`src/rtl/lsu_byte_seq_pkg.sv`:
```
// Shared funct3 codes, FSM encoding and request decode helpers
// for the byte-serial load/store sequencer.
package lsu_byte_seq_pkg;

  localparam logic [2:0] F3_LB  = 3'b000;
  localparam logic [2:0] F3_LH  = 3'b001;
  localparam logic [2:0] F3_LW  = 3'b010;
  localparam logic [2:0] F3_LBU = 3'b100;
  localparam logic [2:0] F3_LHU = 3'b101;
  localparam logic [2:0] F3_SB  = 3'b000;
  localparam logic [2:0] F3_SH  = 3'b001;
  localparam logic [2:0] F3_SW  = 3'b010;

  typedef enum logic [1:0] {
    LSU_IDLE,
    LSU_ACCESS,
    LSU_RESP
  } lsu_state_e;

  function automatic logic f3_legal(
    input logic       we,
    input logic [2:0] f3
  );
    if (we)
      return (f3 == F3_SB) || (f3 == F3_SH) ||
             (f3 == F3_SW);
    return (f3 == F3_LB) || (f3 == F3_LH) ||
           (f3 == F3_LW) || (f3 == F3_LBU) ||
           (f3 == F3_LHU);
  endfunction

  // Index of the final byte lane: 0 for B, 1 for H, 3 for W
  function automatic logic [1:0] f3_last(
    input logic [2:0] f3
  );
    if (f3[1])
      return 2'd3;
    if (f3[0])
      return 2'd1;
    return 2'd0;
  endfunction

endpackage

```
`src/rtl/lsu_byte_seq_extend.sv`:
```
// Load result extension: funct3 plus assembled little-endian
// bytes in, sign/zero extended 32-bit value out.
module lsu_extend
  import lsu_byte_seq_pkg::*;
(
  input  logic [2:0]  func3_i,
  input  logic [31:0] data_i,
  output logic [31:0] data_o
);

  always_comb begin
    data_o = '0;
    unique case (func3_i)
      F3_LB:   data_o = {{24{data_i[7]}}, data_i[7:0]};
      F3_LH:   data_o = {{16{data_i[15]}}, data_i[15:0]};
      F3_LW:   data_o = data_i;
      F3_LBU:  data_o = {24'd0, data_i[7:0]};
      F3_LHU:  data_o = {16'd0, data_i[15:0]};
      default: data_o = '0;
    endcase
  end

endmodule

```
`src/rtl/lsu_byte_seq.sv`:
```
// Byte-serial load/store initiator: splits each core request
// into little-endian single-byte memory accesses.
module lsu_byte_seq
  import lsu_byte_seq_pkg::*;
#(
  parameter int ADDR_W = 32
) (
  input  logic              clk,
  input  logic              rst,
  input  logic              req_valid,
  output logic              req_ready,
  input  logic              req_we,
  input  logic [2:0]        req_func3,
  input  logic [ADDR_W-1:0] req_addr,
  input  logic [31:0]       req_wdata,
  output logic              resp_valid,
  output logic [31:0]       resp_rdata,
  output logic              resp_err,
  output logic [ADDR_W-1:0] mem_addr,
  output logic [7:0]        mem_wdata,
  output logic              mem_we,
  output logic              mem_re,
  input  logic [7:0]        mem_rdata
);

  lsu_state_e        state_q, state_d;
  logic [ADDR_W-1:0] addr_q;
  logic [31:0]       wdata_q;
  logic [31:0]       rbuf_q;
  logic [2:0]        f3_q;
  logic              we_q;
  logic              err_q;
  logic [1:0]        idx_q;
  logic [1:0]        last_q;
  logic [31:0]       ext;
  logic              acc;

  always_comb begin
    state_d = state_q;
    unique case (state_q)
      LSU_IDLE:
        if (req_valid)
          state_d = f3_legal(req_we, req_func3) ?
                    LSU_ACCESS : LSU_RESP;
      LSU_ACCESS:
        if (idx_q == last_q)
          state_d = LSU_RESP;
      LSU_RESP:
        state_d = LSU_IDLE;
      default:
        state_d = LSU_IDLE;
    endcase
  end

  always_ff @(posedge clk or posedge rst) begin
    if (rst) begin
      state_q <= LSU_IDLE;
      addr_q  <= '0;
      wdata_q <= '0;
      rbuf_q  <= '0;
      f3_q    <= '0;
      we_q    <= 1'b0;
      err_q   <= 1'b0;
      idx_q   <= '0;
      last_q  <= '0;
    end else begin
      state_q <= state_d;
      if (state_q == LSU_IDLE && req_valid) begin
        addr_q  <= req_addr;
        wdata_q <= req_wdata;
        f3_q    <= req_func3;
        we_q    <= req_we;
        err_q   <= !f3_legal(req_we, req_func3);
        idx_q   <= '0;
        last_q  <= f3_last(req_func3);
        rbuf_q  <= '0;
      end else if (state_q == LSU_ACCESS) begin
        idx_q <= idx_q + 2'd1;
        if (!we_q)
          rbuf_q[{idx_q, 3'b000} +: 8] <= mem_rdata;
      end
    end
  end

  lsu_extend u_ext (
    .func3_i (f3_q),
    .data_i  (rbuf_q),
    .data_o  (ext)
  );

  // Memory strobes and address are forced to 0 outside ACCESS
  assign acc        = (state_q == LSU_ACCESS);
  assign mem_addr   = acc ? addr_q + ADDR_W'(idx_q) : '0;
  assign mem_we     = acc && we_q;
  assign mem_re     = acc && !we_q;
  assign mem_wdata  = mem_we ?
                      wdata_q[{idx_q, 3'b000} +: 8] : '0;
  assign req_ready  = (state_q == LSU_IDLE);
  assign resp_valid = (state_q == LSU_RESP);
  assign resp_err   = resp_valid && err_q;
  assign resp_rdata = (resp_valid && !we_q && !err_q) ?
                      ext : '0;

endmodule

```
`config.mk`:
```
export PLATFORM = sky130hd
export DESIGN_NAME = lsu_byte_seq
export DESIGN_NICKNAME = d
export VERILOG_FILES = /design/src/rtl/lsu_byte_seq_pkg.sv /design/src/rtl/lsu_byte_seq_extend.sv /design/src/rtl/lsu_byte_seq.sv
export SDC_FILE = /design/constraint.sdc
export NUM_CORES = 1
export LEC_CHECK = 0
export CORE_ASPECT_RATIO = 1.75
export CORE_MARGIN = 4
export CORE_UTILIZATION = 46
export CTS_BUF_LIST = sky130_fd_sc_hd__clkbuf_16
export DETAILED_ROUTE_END_ITERATION = 10
export GPL_TIMING_DRIVEN = 0
export PLACE_DENSITY = 0.88
export SLEW_MARGIN = 20
export SYNTH_ARGS = -nofsm -noshare
export SYNTH_HDL_FRONTEND = slang
export SYNTH_SLANG_ARGS = --single-unit
```
`constraint.sdc`:
```
create_clock -name clk -period 6.05 [get_ports clk]
set_input_delay 0.605 -clock clk [delete_from_list [all_inputs] [get_ports clk]]
set_output_delay 0.605 -clock clk [all_outputs]
set_load 0.03 [all_outputs]
```
---- Word-level counts from Yosys, hierarchy flattened ----
Index checks and enable logic that the tools add are counted.
operators by class
  muxes and demuxes ....................... 33
  reductions and logical operators ........ 19
  equal/unequal tests ..................... 14
  add/sub/neg operators ................... 3
  shift-type cells ........................ 3
operator list
  kind                      number
  $mux W32                  5
  $pmux W32 S5              1
  $add A32 B2 Y32           1
  $bwmux W32                1
  $shift A8 B7 Y32 const A  1
  $shiftx A32 B6 Y8         1
  $shiftx A8 B7 Y32         1
  $mux W2                   9
  $mux W1                   15
  $eq A3 B3 Y1 const B      4
  $mux W8                   1
  $neg A5 Y7                1
  $eq A3 B1 Y1 const B      2
  $eq A3 B2 Y1 const B      2
  $logic_and A1 B1 Y1       6
  $logic_not A3 Y1          2
  $logic_or A1 B1 Y1        4
  $ne A2 B1 Y1 const B      2
  $pmux W2 S2               1
  $reduce_and A2 Y1         2
  $logic_not A1 Y1          3
  $add A2 B1 Y2 const B     1
  $eq A2 B1 Y1 const B      1
  $eq A2 B2 Y1              1
  4 further kinds           4
word-level totals
  flip-flop bits (word level) ............. 107
  output and inout bits ................... 77

---- Depth between registers and ports, before layout ----
Gate-level depths: netlist of run 1.
  word-level depth ........................ 11
  depth in mapped cells ................... 7
  gate-level depth less buffers ........... 6

---- By module ----
From an unflattened synthesis of run 1, not the netlist that was laid out.
second synthesis, totals
  cell total of the unflattened synthesis .. 686
  area, all modules ....................... 6083.3 µm²
by module, submodules not included
  module        cells each  times used  seq. area each (µm²)  area an instance (µm²)
  lsu_byte_seq  615         1           2652.5                5490.3
  lsu_extend    71          1           0.0                   593.1

---- Worst setup path before layout of run 1 ----
No wires, ideal clock.
  path type ............................... register to output
  from .................................... register state_q[0]
  to ...................................... output port resp_rdata[29]
  arrival time ............................ 2.383 ns
  path slack .............................. 3.062 ns
  stages on the path, launching flop included .. 6
  cells stage by stage .................... dfrtp_1 > nor2b_1 > nor3b_1 > nand2_1 > clkbuf_1 > a21oi_1
between the ends
  word-level cells in the longest chain between the ends .. 4
ends and longest elaborated chain
  what                              RTL line             RTL
  from (decl)                       lsu_byte_seq.sv:26   lsu_state_e state_q, state_d;
  from (signal assigned)            lsu_byte_seq.sv:67   state_q <= state_d;
  $eq A2 B2 Y1                      lsu_byte_seq.sv:99   assign resp_valid = (state_q == LSU_RESP);
  via resp_valid                    lsu_byte_seq.sv:16   output logic resp_valid,
  $logic_and A1 B1 Y1 (2 in a row)  lsu_byte_seq.sv:101  assign resp_rdata = (resp_valid && !we_q && !err_q) ?
  $mux W32                          lsu_byte_seq.sv:101
  to (decl)                         lsu_byte_seq.sv:17   output logic [31:0] resp_rdata,
The timed path passes the listed nets, and every way through them passes these cells.

---- Worst setup path in the final report of run 1 ----
  from .................................... register idx_q[0]
  to ...................................... output port mem_addr[16]
between the ends
  word-level cells in the longest chain between the ends .. 2
ends and longest elaborated chain
  what                    RTL line            RTL
  from (decl)             lsu_byte_seq.sv:33  logic [1:0] idx_q;
  from (signal assigned)  lsu_byte_seq.sv:78  idx_q <= idx_q + 2'd1;
  $add A32 B2 Y32         lsu_byte_seq.sv:93  assign mem_addr = acc ? addr_q + ADDR_W'(idx_q) : '0;
  $mux W32                lsu_byte_seq.sv:93
  to (decl)               lsu_byte_seq.sv:19  output logic [ADDR_W-1:0] mem_addr,
Every way passes these cells.

==> results of run 1 <==
## worst paths after layout
path | startpoint | to | slack, ns | cells past startpoint
max | idx_q[0] | mem_addr[16] | 1.96 | 8
min | wdata_q[7] | wdata_q[7] | 0.47 | 2
max reg2reg | idx_q[0] | rbuf_q[21] | 2.95 | 7
min reg2reg | wdata_q[7] | wdata_q[7] | 0.47 | 2
max in group asynchronous | rst | addr_q[10] | 4.78 | 3
min in group asynchronous | rst | wdata_q[8] | 0.61 | 2
## logic make-up (layout without fill, tap and decap cells)
group                      count (synthesis)  count (layout)  share of synthesized area, %
AOI/OAI and AO/OA                        112             112                          13.1
xor gates and xnor gates                  11              11                          1.70
adders and majority gates                  7               7                          1.68
buffers and inverters                     48             219                          3.23
DFF                                      106             106                          46.9
muxes                                     11              11                          3.71
and+or+nand+nor                          374             374                          29.7
## registers in the layout, indices dropped and copies added (netlist names)
register  cells
addr_q       32
err_q         1
f3_q          3
idx_q         2
last_q        1
rbuf_q       32
state_q       2
wdata_q      32
we_q          1
## metrics by stage
stage          total power (W)  hold slack (ns)  std cells  util [%]  setup slack (ns)
5_1_grt                0.00352            0.498       1005      64.5              1.80
6_report               0.00329            0.474       1005      64.5              1.96
3_3_place_gp           0.00264            0.453        989      61.8              1.18
3_5_place_dp           0.00270            0.457        990      62.1              2.38
4_1_cts                0.00329            0.475       1005      64.5              1.99
2_1_floorplan          0.00215            0.440        669         -              2.66
## metal layers
layer / up-vias / global-route usage [%]
met5: - / 0
met4: 0 / 12.7
met1: 2635 / 27.1
li1: 2626 / -
met2: 239 / 43.6
met3: 48 / 3.99
## power breakdown
part	leakage, nW	switching (W)	internal, W
clock network	0.144	0.000266	0.000321
logic	1.87	0.000909	0.000575
registers	1.36	0.000249	0.000969
## worst max-delay path, stage by stage (launching register included)
cell and delay (ns):
dfrtp_1 0.43, ha_1 0.22, fa_1 0.26, and4_1 0.21, clkbuf_1 0.37, nand4_1 0.29, or3_1 0.37, a21oi_1 0.26
clkdlybuf4s50_1 0.73
## layout make-up
cell class | count | area, um^2
buffer | 42 | 160
clock buffer | 9 | 225
clock inverter | 6 | 65.1
fill | 986 | 4260
inverter | 6 | 27.5
multi-input combinational | 515 | 2820
sequential | 106 | 2650
tap | 165 | 206
timing repair buffer | 156 | 1580
## cell usage after synthesis (all sizes together)
| cell type | count | share of area (%) |
|---|---|---|
| a22oi | 9 | 1.2 |
| nor4 | 3 | 0.33 |
| nor3 | 4 | 0.35 |
| xor2 | 4 | 0.62 |
| and3 | 16 | 1.8 |
| nand2b | 5 | 0.55 |
| nand2 | 255 | 17 |
| o31ai | 9 | 1.2 |
| a22o | 31 | 4.8 |
| a31oi | 1 | 0.11 |
| o31a | 1 | 0.15 |
| o21a | 1 | 0.13 |
| fa | 1 | 0.35 |
| nand3 | 9 | 0.80 |
| dfrtp | 106 | 47 |
| a21oi | 40 | 3.5 |
| buf | 5 | 0.38 |
| o21ai | 17 | 1.5 |
| a41o | 1 | 0.18 |
| mux4 | 8 | 3.2 |
| xnor2 | 7 | 1.1 |
| o211ai | 1 | 0.13 |
| mux2i | 3 | 0.53 |
| nor2 | 23 | 1.5 |
| nand4 | 11 | 1.3 |
| clkbuf | 37 | 2.5 |
| nand3b | 1 | 0.13 |
| or4 | 12 | 1.6 |
| a21o | 1 | 0.13 |
| or2 | 4 | 0.44 |
| nor4b | 1 | 0.27 |
| or3 | 10 | 1.1 |
| nor2b | 7 | 0.77 |
| inv | 6 | 0.40 |
| and2 | 6 | 0.66 |
| and4 | 4 | 0.62 |
| nor3b | 3 | 0.57 |
| ha | 6 | 1.3 |
==> results.sh, run 1 <==
export IMPL_ant_nets=0
export IMPL_period_needed_ns=4.09
export IMPL_cts_setup_buffers=0
export IMPL_diodes=0
export IMPL_track_usage_pct=24.2
export IMPL_final_common_cell="nand2_1"
export IMPL_io_pins=156
export IMPL_cts_tree="yes"
export IMPL_core_area_um2=12000
export IMPL_synth_avg_cell_area_um2=8.46
export IMPL_critPathLaunchType="flop"
export IMPL_fin_crit_sh_pct=67.6
export IMPL_post_dp_cell_area_um2=7450
export IMPL_finClkSkew_ns=0.00752
export IMPL_area_growth_pct=36.8
export IMPL_finalInstanceArea_um2=7740
export IMPL_critPathRequiredTime_ns=5.44
export IMPL_initial_utilization_pct=47.1
export IMPL_wl_um=16900
export IMPL_wl_met2_um=8860
export IMPL_path_class="reg -> out"
export IMPL_ctsHoldBuffers=0
export IMPL_synthCells=669
export IMPL_cts_root_buf="clkbuf_16"
export IMPL_cp_end_kind="primary output"
export IMPL_ys_types=42
export IMPL_power_leakage_nw=3.37
export IMPL_overflow=0
export IMPL_grt_max_degree=70
export IMPL_rows=53
export IMPL_drt_iter0_drc=336
export IMPL_port_buffers=155
export IMPL_drt_pass1_iter_count=6
export IMPL_synth_warning_count=0
export IMPL_final_setup_tns_ns=0
export IMPL_num_vias=5548
export IMPL_p_per_area_nw_per_um2=425
export IMPL_drv_slew=0
export IMPL_drcViolationCount=0
export IMPL_cts_resized=0
export IMPL_wl_met3_um=961
export IMPL_wl_met1_um=6340
export IMPL_drv_cap=0
export IMPL_cts_sinks=106
export IMPL_synth_net_count=755
export IMPL_grt_pass1_vias=5554
export IMPL_vias_per_cell=5.52
export IMPL_critPathMaxFanout=9
export IMPL_finalNetCount=922
export IMPL_gp_congestion=0.906
export IMPL_peakVddDrop_mv=0.275
export IMPL_yosys_register_bits=106
export IMPL_slew_headroom_pct=41.0
export IMPL_grt_pass1_wl_um=27100
export IMPL_wl_per_cell_um=16.9
export IMPL_grt_setup_unrepaired="false"
export IMPL_fmax_ghz=0.245
export IMPL_clockBufferDepth=2
export IMPL_dieWidth_um=91.8
export IMPL_hpwl_um=12800
export IMPL_synth_seq_area_share_pct=46.9
export IMPL_die_height_um=155
export IMPL_status="finished clean"
export IMPL_holdCritPathClass="reg -> reg"
export IMPL_cts_buffers=9
export IMPL_arrival_ns=3.48
export IMPL_clkSlewWorstSetupHoldPaths_ns=0.07
export IMPL_top_layer="met4"
export IMPL_die_area_um2=14200
export IMPL_setup_viol=0
export IMPL_drive_above_1_share_pct=4.05
export IMPL_clk_latency_ns=0.36
export IMPL_final_cell_mix="nand2_1, clkdlybuf4s50_1, dfrtp_1"
export IMPL_grt_antenna_before_repair=0
export IMPL_h_tree_depth=3
export IMPL_tightest_slew_ns=0.882
export IMPL_netlist_area_um2=5660
export IMPL_final_hold_violation_count=0
Power figures use the tool's default switching activity.
==> run 2: changes to the inputs <==
--- a/config.mk
+++ b/config.mk
@@ -7,7 +7,7 @@
 export LEC_CHECK = 0
 export CORE_ASPECT_RATIO = 1.75
 export CORE_MARGIN = 4
-export CORE_UTILIZATION = 46
+export CORE_UTILIZATION = 44
 export CTS_BUF_LIST = sky130_fd_sc_hd__clkbuf_16
 export DETAILED_ROUTE_END_ITERATION = 10
 export GPL_TIMING_DRIVEN = 0
==> constraint.sdc (replaced) <==
create_clock -name clk -period 3.53 [get_ports clk]
set_input_delay 0.353 -clock clk [delete_from_list [all_inputs] [get_ports clk]]
set_output_delay 0.353 -clock clk [all_outputs]
set_load 0.03 [all_outputs]
==> run 2 against run 1 <==
Compared with the run above: die area rose by 4.2%; utilization shrank 2.6 points; power up 73%; register-to-register slack got worse by 2.3 ns.
==> results.sh, run 2 (synthesis gave the netlist of run 1 again) <==
export IMPL_io_pins=156
export IMPL_reg2reg_to="rbuf_q[19]"
export IMPL_power_leakage_nw=3.56
export IMPL_arrival_ns=2.98
export IMPL_final_setup_tns_ns=0
export IMPL_largestRegisters="addr_q: 32 flops, rbuf_q: 32 flops, wdata_q: 32 flops"
export IMPL_wl_um=17100
export IMPL_tightest_slew_ns=0.840
export IMPL_r2r_cells=7
export IMPL_wl_per_cell_um=16.9
export IMPL_rows=54
export IMPL_r2r_start="idx_q[0]"
export IMPL_ctsHoldBuffers=0
export IMPL_drv_slew=0
export IMPL_gp_congestion=0.883
export IMPL_regArea_um2=2650
export IMPL_multi_input_area_um2=2840
export IMPL_cts_buffers=9
export IMPL_cts_sinks=106
export IMPL_crit_chain="ha_1 > fa_1 > and4_2 > nand4_1 > or3_1 > a21oi_1 > dlygate4sd2_1"
export IMPL_core_area_um2=12600
export IMPL_finalNetCount=921
export IMPL_hpwl_um=12900
export IMPL_final_hold_violation_count=0
export IMPL_num_vias=5464
export IMPL_final_cell_mix="nand2_1, clkdlybuf4s50_1, dfrtp_1"
export IMPL_critPathBufInv=1
export IMPL_setup_viol=0
export IMPL_r2r_setup_slack_ns=0.67
export IMPL_h_tree_depth=3
export IMPL_setup_ws_ns=0.196
export IMPL_critPathMaxFanout=9
export IMPL_grt_pass1_vias=5449
export IMPL_grt_antenna_before_repair=0
export IMPL_crit_family="simple AND/OR/NAND/NOR gates"
export IMPL_diodes=0
export IMPL_clock_power_share_pct=18.3
export IMPL_internal_power_w=0.00314
export IMPL_drv_cap=0
export IMPL_fill_cells=1094
export IMPL_holdCritPathClass="in -> async"
export IMPL_final_common_cell="nand2_1"
export IMPL_path_class="reg -> out"
export IMPL_track_usage_pct=23.4
export IMPL_cts_tree="yes"
export IMPL_combPwrFrac_pct=44.6
export IMPL_cp_end_kind="primary output"
export IMPL_status="finished clean"
export IMPL_grt_pass1_wl_um=27300
export IMPL_peakVddDrop_mv=0.399
export IMPL_clkSlewWorstSetupHoldPaths_ns=0.09
export IMPL_grt_setup_unrepaired="false"
export IMPL_drcViolationCount=0
export IMPL_overflow=0
export IMPL_seq_power_share_pct=37.1
export IMPL_critPathLaunchType="flop"
export IMPL_grt_max_degree=80
export IMPL_slowest_stage="dfrtp_1"
export IMPL_clockBufferDepth=2
export IMPL_whs_ns=0.320
export IMPL_port_buffers=155
export IMPL_initial_utilization_pct=45.0
export IMPL_die_area_um2=14800
export IMPL_p_per_area_nw_per_um2=730
export IMPL_slew_headroom_pct=43.6
export IMPL_die_height_um=158
export IMPL_drt_pass1_iter_count=5
export IMPL_fmax_ghz=0.300
export IMPL_cts_root_buf="clkbuf_16"
export IMPL_ant_nets=0
export IMPL_critPathRequiredTime_ns=3.18
export IMPL_clk_latency_ns=0.36
export IMPL_period_needed_ns=3.33
export IMPL_dieWidth_um=93.7
export IMPL_fin_crit_sh_pct=94.4
export IMPL_vias_per_cell=5.42
export IMPL_cp_slowest_stage_delay_ns=0.44
export IMPL_p_sw_share_pct=44.8
export IMPL_area_growth_pct=37.5
export IMPL_p_sw_w=0.00254
export IMPL_drt_iter0_drc=375
export IMPL_finClkSkew_ns=0.0125
export IMPL_place_ws_ns=0.0956
export IMPL_drive_above_1_share_pct=5.24
## run 2: cell count changes in the layout (fill, tap and decap cells not counted), moves of 2 or more
cell and delta:
clkdlybuf4s50_1 -20, dlygate4sd2_1 +11, dlymetal6s2s_1 +7, clkbuf_2 +4
clkbuf_1 -3, clkinv_8 +2, inv_8 +2
## run 2: worst max path at each step
stage                     startpoint      endpoint  slack [ns]  cells after the start
after global placement           rst    addr_q[10]       -1.10                      2
after global routing        idx_q[0]  mem_wdata[5]        0.04                      5
final                       idx_q[0]  mem_addr[16]        0.20                      7
after floorplan                  rst     addr_q[0]        0.39                      1
after detailed placement    idx_q[0]  mem_addr[30]         0.1                      8
after CTS                  addr_q[6]  mem_addr[28]       0.005                      6
## run 2: area by class of cell
class / instances / share of cell area, %
Tap cell: 168 / 2.70
Sequential cell: 106 / 34.1
Buffer: 41 / 2.04
Multi-Input combinational cell: 515 / 36.5
Inverter: 6 / 0.354
Timing Repair Buffer: 156 / 20.2
Clock inverter: 7 / 1.14
Clock buffer: 9 / 2.90
## run 2: what timing repair did
item                       CTS  global route
setup endpoints to repair   38            28
buffers inserted             0             0
resized for setup           16            16
cloned                       0             0
## run 2: power by group through the flow
stage | clock network, W | logic [W] | registers [W]
after floorplan | 0 | 0.00172 | 0.00197
after global routing | 0.00109 | 0.00279 | 0.00217
after CTS | 0.00105 | 0.00253 | 0.00208
final | 0.00104 | 0.00253 | 0.00211
after global placement | 0 | 0.00247 | 0.00207
after detailed placement | 0 | 0.00254 | 0.00210
## run 2: per-layer routing
| layer | GRT usage (%) | share of wire [%] | up-vias | wire, um |
|---|---|---|---|---|
| li1 | - | - | 2623 | - |
| met1 | 27.2 | 38 | 2611 | 6550 |
| met2 | 42.0 | 53 | 179 | 9070 |
| met3 | 3.09 | 4.1 | 51 | 708 |
| met4 | 11.2 | 4.3 | 0 | 739 |
| met5 | 0 | 0 | - | 0 |
## run 2: per-stage QoR
| stage | area [um^2] | total power (W) | instances | util (%) |
|---|---|---|---|---|
| 4_1_cts | 7750 | 0.00567 | 1008 | 61.7 |
| 3_5_place_dp | 7450 | 0.00464 | 993 | 59.3 |
| 3_3_place_gp | 7420 | 0.00454 | 992 | 59.1 |
| 2_1_floorplan | 5660 | 0.00369 | 669 | - |
| 5_1_grt | 7780 | 0.00606 | 1008 | 61.9 |
| 6_report | 7780 | 0.00568 | 1008 | 61.9 |
==> run 3: changes to the inputs <==
--- a/config.mk
+++ b/config.mk
@@ -7,11 +7,12 @@
 export LEC_CHECK = 0
 export CORE_ASPECT_RATIO = 1.75
 export CORE_MARGIN = 4
-export CORE_UTILIZATION = 44
+export CORE_UTILIZATION = 46
 export CTS_BUF_LIST = sky130_fd_sc_hd__clkbuf_16
 export DETAILED_ROUTE_END_ITERATION = 10
 export GPL_TIMING_DRIVEN = 0
 export PLACE_DENSITY = 0.88
+export REMOVE_ABC_BUFFERS = 1
 export SLEW_MARGIN = 20
 export SYNTH_ARGS = -nofsm -noshare
 export SYNTH_HDL_FRONTEND = slang
==> constraint.sdc (replaced) <==
create_clock -name clk -period 3.5 [get_ports clk]
set_input_delay 0.35 -clock clk [delete_from_list [all_inputs] [get_ports clk]]
set_output_delay 0.35 -clock clk [all_outputs]
set_load 0.03 [all_outputs]
==> run 3 against run 2 <==
Compared with the run above: via count decreased by 4.0%; clock power increased by 4%; utilization increased by 2.4 points; global-route usage fell by 1.7 points; sequential power rose by 3%; critical endpoint is now mem_addr[23].
==> results.sh, run 3 (synthesis gave the netlist of run 1 again) <==
export IMPL_status="finished clean"
export IMPL_finClkSkew_ns=0.0124
export IMPL_crit_family="simple AND/OR/NAND/NOR gates"
export IMPL_grt_pass1_wl_um=24900
export IMPL_cp_end_kind="primary output"
export IMPL_period_needed_ns=3.38
export IMPL_clkSlewWorstSetupHoldPaths_ns=0.07
export IMPL_die_height_um=155
export IMPL_overflow=0
export IMPL_power_leakage_nw=3.46
export IMPL_dieWidth_um=91.8
export IMPL_grt_antenna_before_repair=0
export IMPL_cts_sinks=106
export IMPL_cts_buffers=9
export IMPL_drt_pass1_iter_count=4
export IMPL_final_common_cell="nand2_1"
export IMPL_p_sw_share_pct=42.2
export IMPL_seq_power_share_pct=38.2
export IMPL_final_cell_mix="nand2_1, clkdlybuf4s50_1, dfrtp_1"
export IMPL_final_setup_tns_ns=0
export IMPL_cts_tree="yes"
export IMPL_dp_cells=950
export IMPL_initial_utilization_pct=47.1
export IMPL_setup_ws_ns=0.116
export IMPL_combPwrFrac_pct=42.7
export IMPL_final_cells=969
export IMPL_die_area_um2=14200
export IMPL_h_tree_depth=3
export IMPL_drv_cap=0
export IMPL_tightest_slew_ns=0.779
export IMPL_num_vias=5243
export IMPL_port_buffers=155
export IMPL_crit_chain="ha_1 > a21oi_1 > or4_1 > or3_1 > a21oi_1 > dlygate4sd2_1"
export IMPL_critPathRequiredTime_ns=3.15
export IMPL_gp_congestion=0.815
export IMPL_clock_power_share_pct=19.1
export IMPL_cts_root_buf="clkbuf_16"
export IMPL_track_usage_pct=21.7
export IMPL_grt_setup_unrepaired="false"
export IMPL_p_per_area_nw_per_um2=736
export IMPL_fill_cells=984
export IMPL_grt_max_degree=82
export IMPL_p_sw_w=0.00240
export IMPL_slowest_stage="or4_1"
export IMPL_arrival_ns=3.03
export IMPL_critPathBufInv=1
export IMPL_grt_pass1_vias=5122
export IMPL_setup_viol=0
export IMPL_cp_common_cell="a21oi_1"
export IMPL_path_class="reg -> out"
export IMPL_finalPower_w=0.00568
export IMPL_peakVddDrop_mv=0.463
export IMPL_drv_slew=0
export IMPL_ant_nets=0
export IMPL_wl_um=15500
export IMPL_drive_above_1_share_pct=6.84
export IMPL_vias_per_cell=5.41
export IMPL_place_ws_ns=-0.451
export IMPL_critPathLaunchType="flop"
export IMPL_critPathMaxFanout=14
export IMPL_finalInstanceArea_um2=7720
export IMPL_fmax_ghz=0.296
export IMPL_clockBufferDepth=2
export IMPL_io_pins=156
export IMPL_diodes=0
export IMPL_drt_iter0_drc=231
export IMPL_holdCritPathClass="in -> async"
export IMPL_wl_per_cell_um=16.0
export IMPL_largestRegisters="addr_q: 32 flops, rbuf_q: 32 flops, wdata_q: 32 flops"
export IMPL_regArea_um2=2660
export IMPL_cp_slowest_stage_delay_ns=0.66
export IMPL_final_hold_violation_count=0
export IMPL_rows=53
export IMPL_drcViolationCount=0
export IMPL_finalNetCount=885
export IMPL_clk_latency_ns=0.35
export IMPL_hpwl_um=11300
export IMPL_post_dp_cell_area_um2=7360
export IMPL_core_area_um2=12000
export IMPL_ctsHoldBuffers=0
export IMPL_slew_headroom_pct=47.8
export IMPL_internal_power_w=0.00328
export IMPL_multi_input_area_um2=2880
export IMPL_fin_crit_sh_pct=96.7
export IMPL_area_growth_pct=36.4
## run 3: stage by stage
step / hold slack [ns] / util, %
2_1_floorplan: 0.440 / -
3_3_place_gp: 0.452 / 60.5
3_5_place_dp: 0.458 / 61.3
4_1_cts: 0.334 / 64.0
5_1_grt: 0.349 / 64.3
6_report: 0.333 / 64.3
## run 3: final cells by class
class,count,area share (%)
multi-input cells,515,37.3
flip-flops and latches,106,34.4
repair buffers,161,21.2
clock buffers,9,2.92
well taps,165,2.67
clock inverters,7,1.18
inverters,6,0.357
## run 3: final timing paths
path | start | endpoint | slack (ns) | depth (start not counted)
min in group clk | wdata_q[26] | wdata_q[26] | 0.48 | 2
worst max-delay path | idx_q[1] | mem_addr[23] | 0.12 | 6
worst min register to register | wdata_q[26] | wdata_q[26] | 0.48 | 2
max in group asynchronous | rst | idx_q[0] | 2.47 | 3
worst min-delay path | rst | addr_q[27] | 0.33 | 2
worst max register to register | state_q[0] | rbuf_q[4] | 1.08 | 5
## run 3: power groups by stage
stage / clock network, W / logic (W) / registers [W]
global placement: 0 / 0.00232 / 0.00218
CTS: 0.00110 / 0.00239 / 0.00219
floorplan: 0 / 0.00161 / 0.00205
finish: 0.00108 / 0.00243 / 0.00217
global route: 0.00114 / 0.00269 / 0.00225
detailed placement: 0 / 0.00242 / 0.00220
## run 3: layer usage
layer | vias to the layer above | wire length [um] | global-route usage [%]
met5 | - | 0 | 0
met4 | 0 | 588 | 10.4
met3 | 39 | 694 | 2.92
met2 | 171 | 8300 | 39.1
met1 | 2481 | 5960 | 25.2
li1 | 2552 | - | -
## run 3: repair_timing
action | in CTS | in global routing
endpoints found under the setup margin | 48 | 35
gates resized for setup | 30 | 10
buffers inserted | 0 | 3
pin swaps | 0 | 0
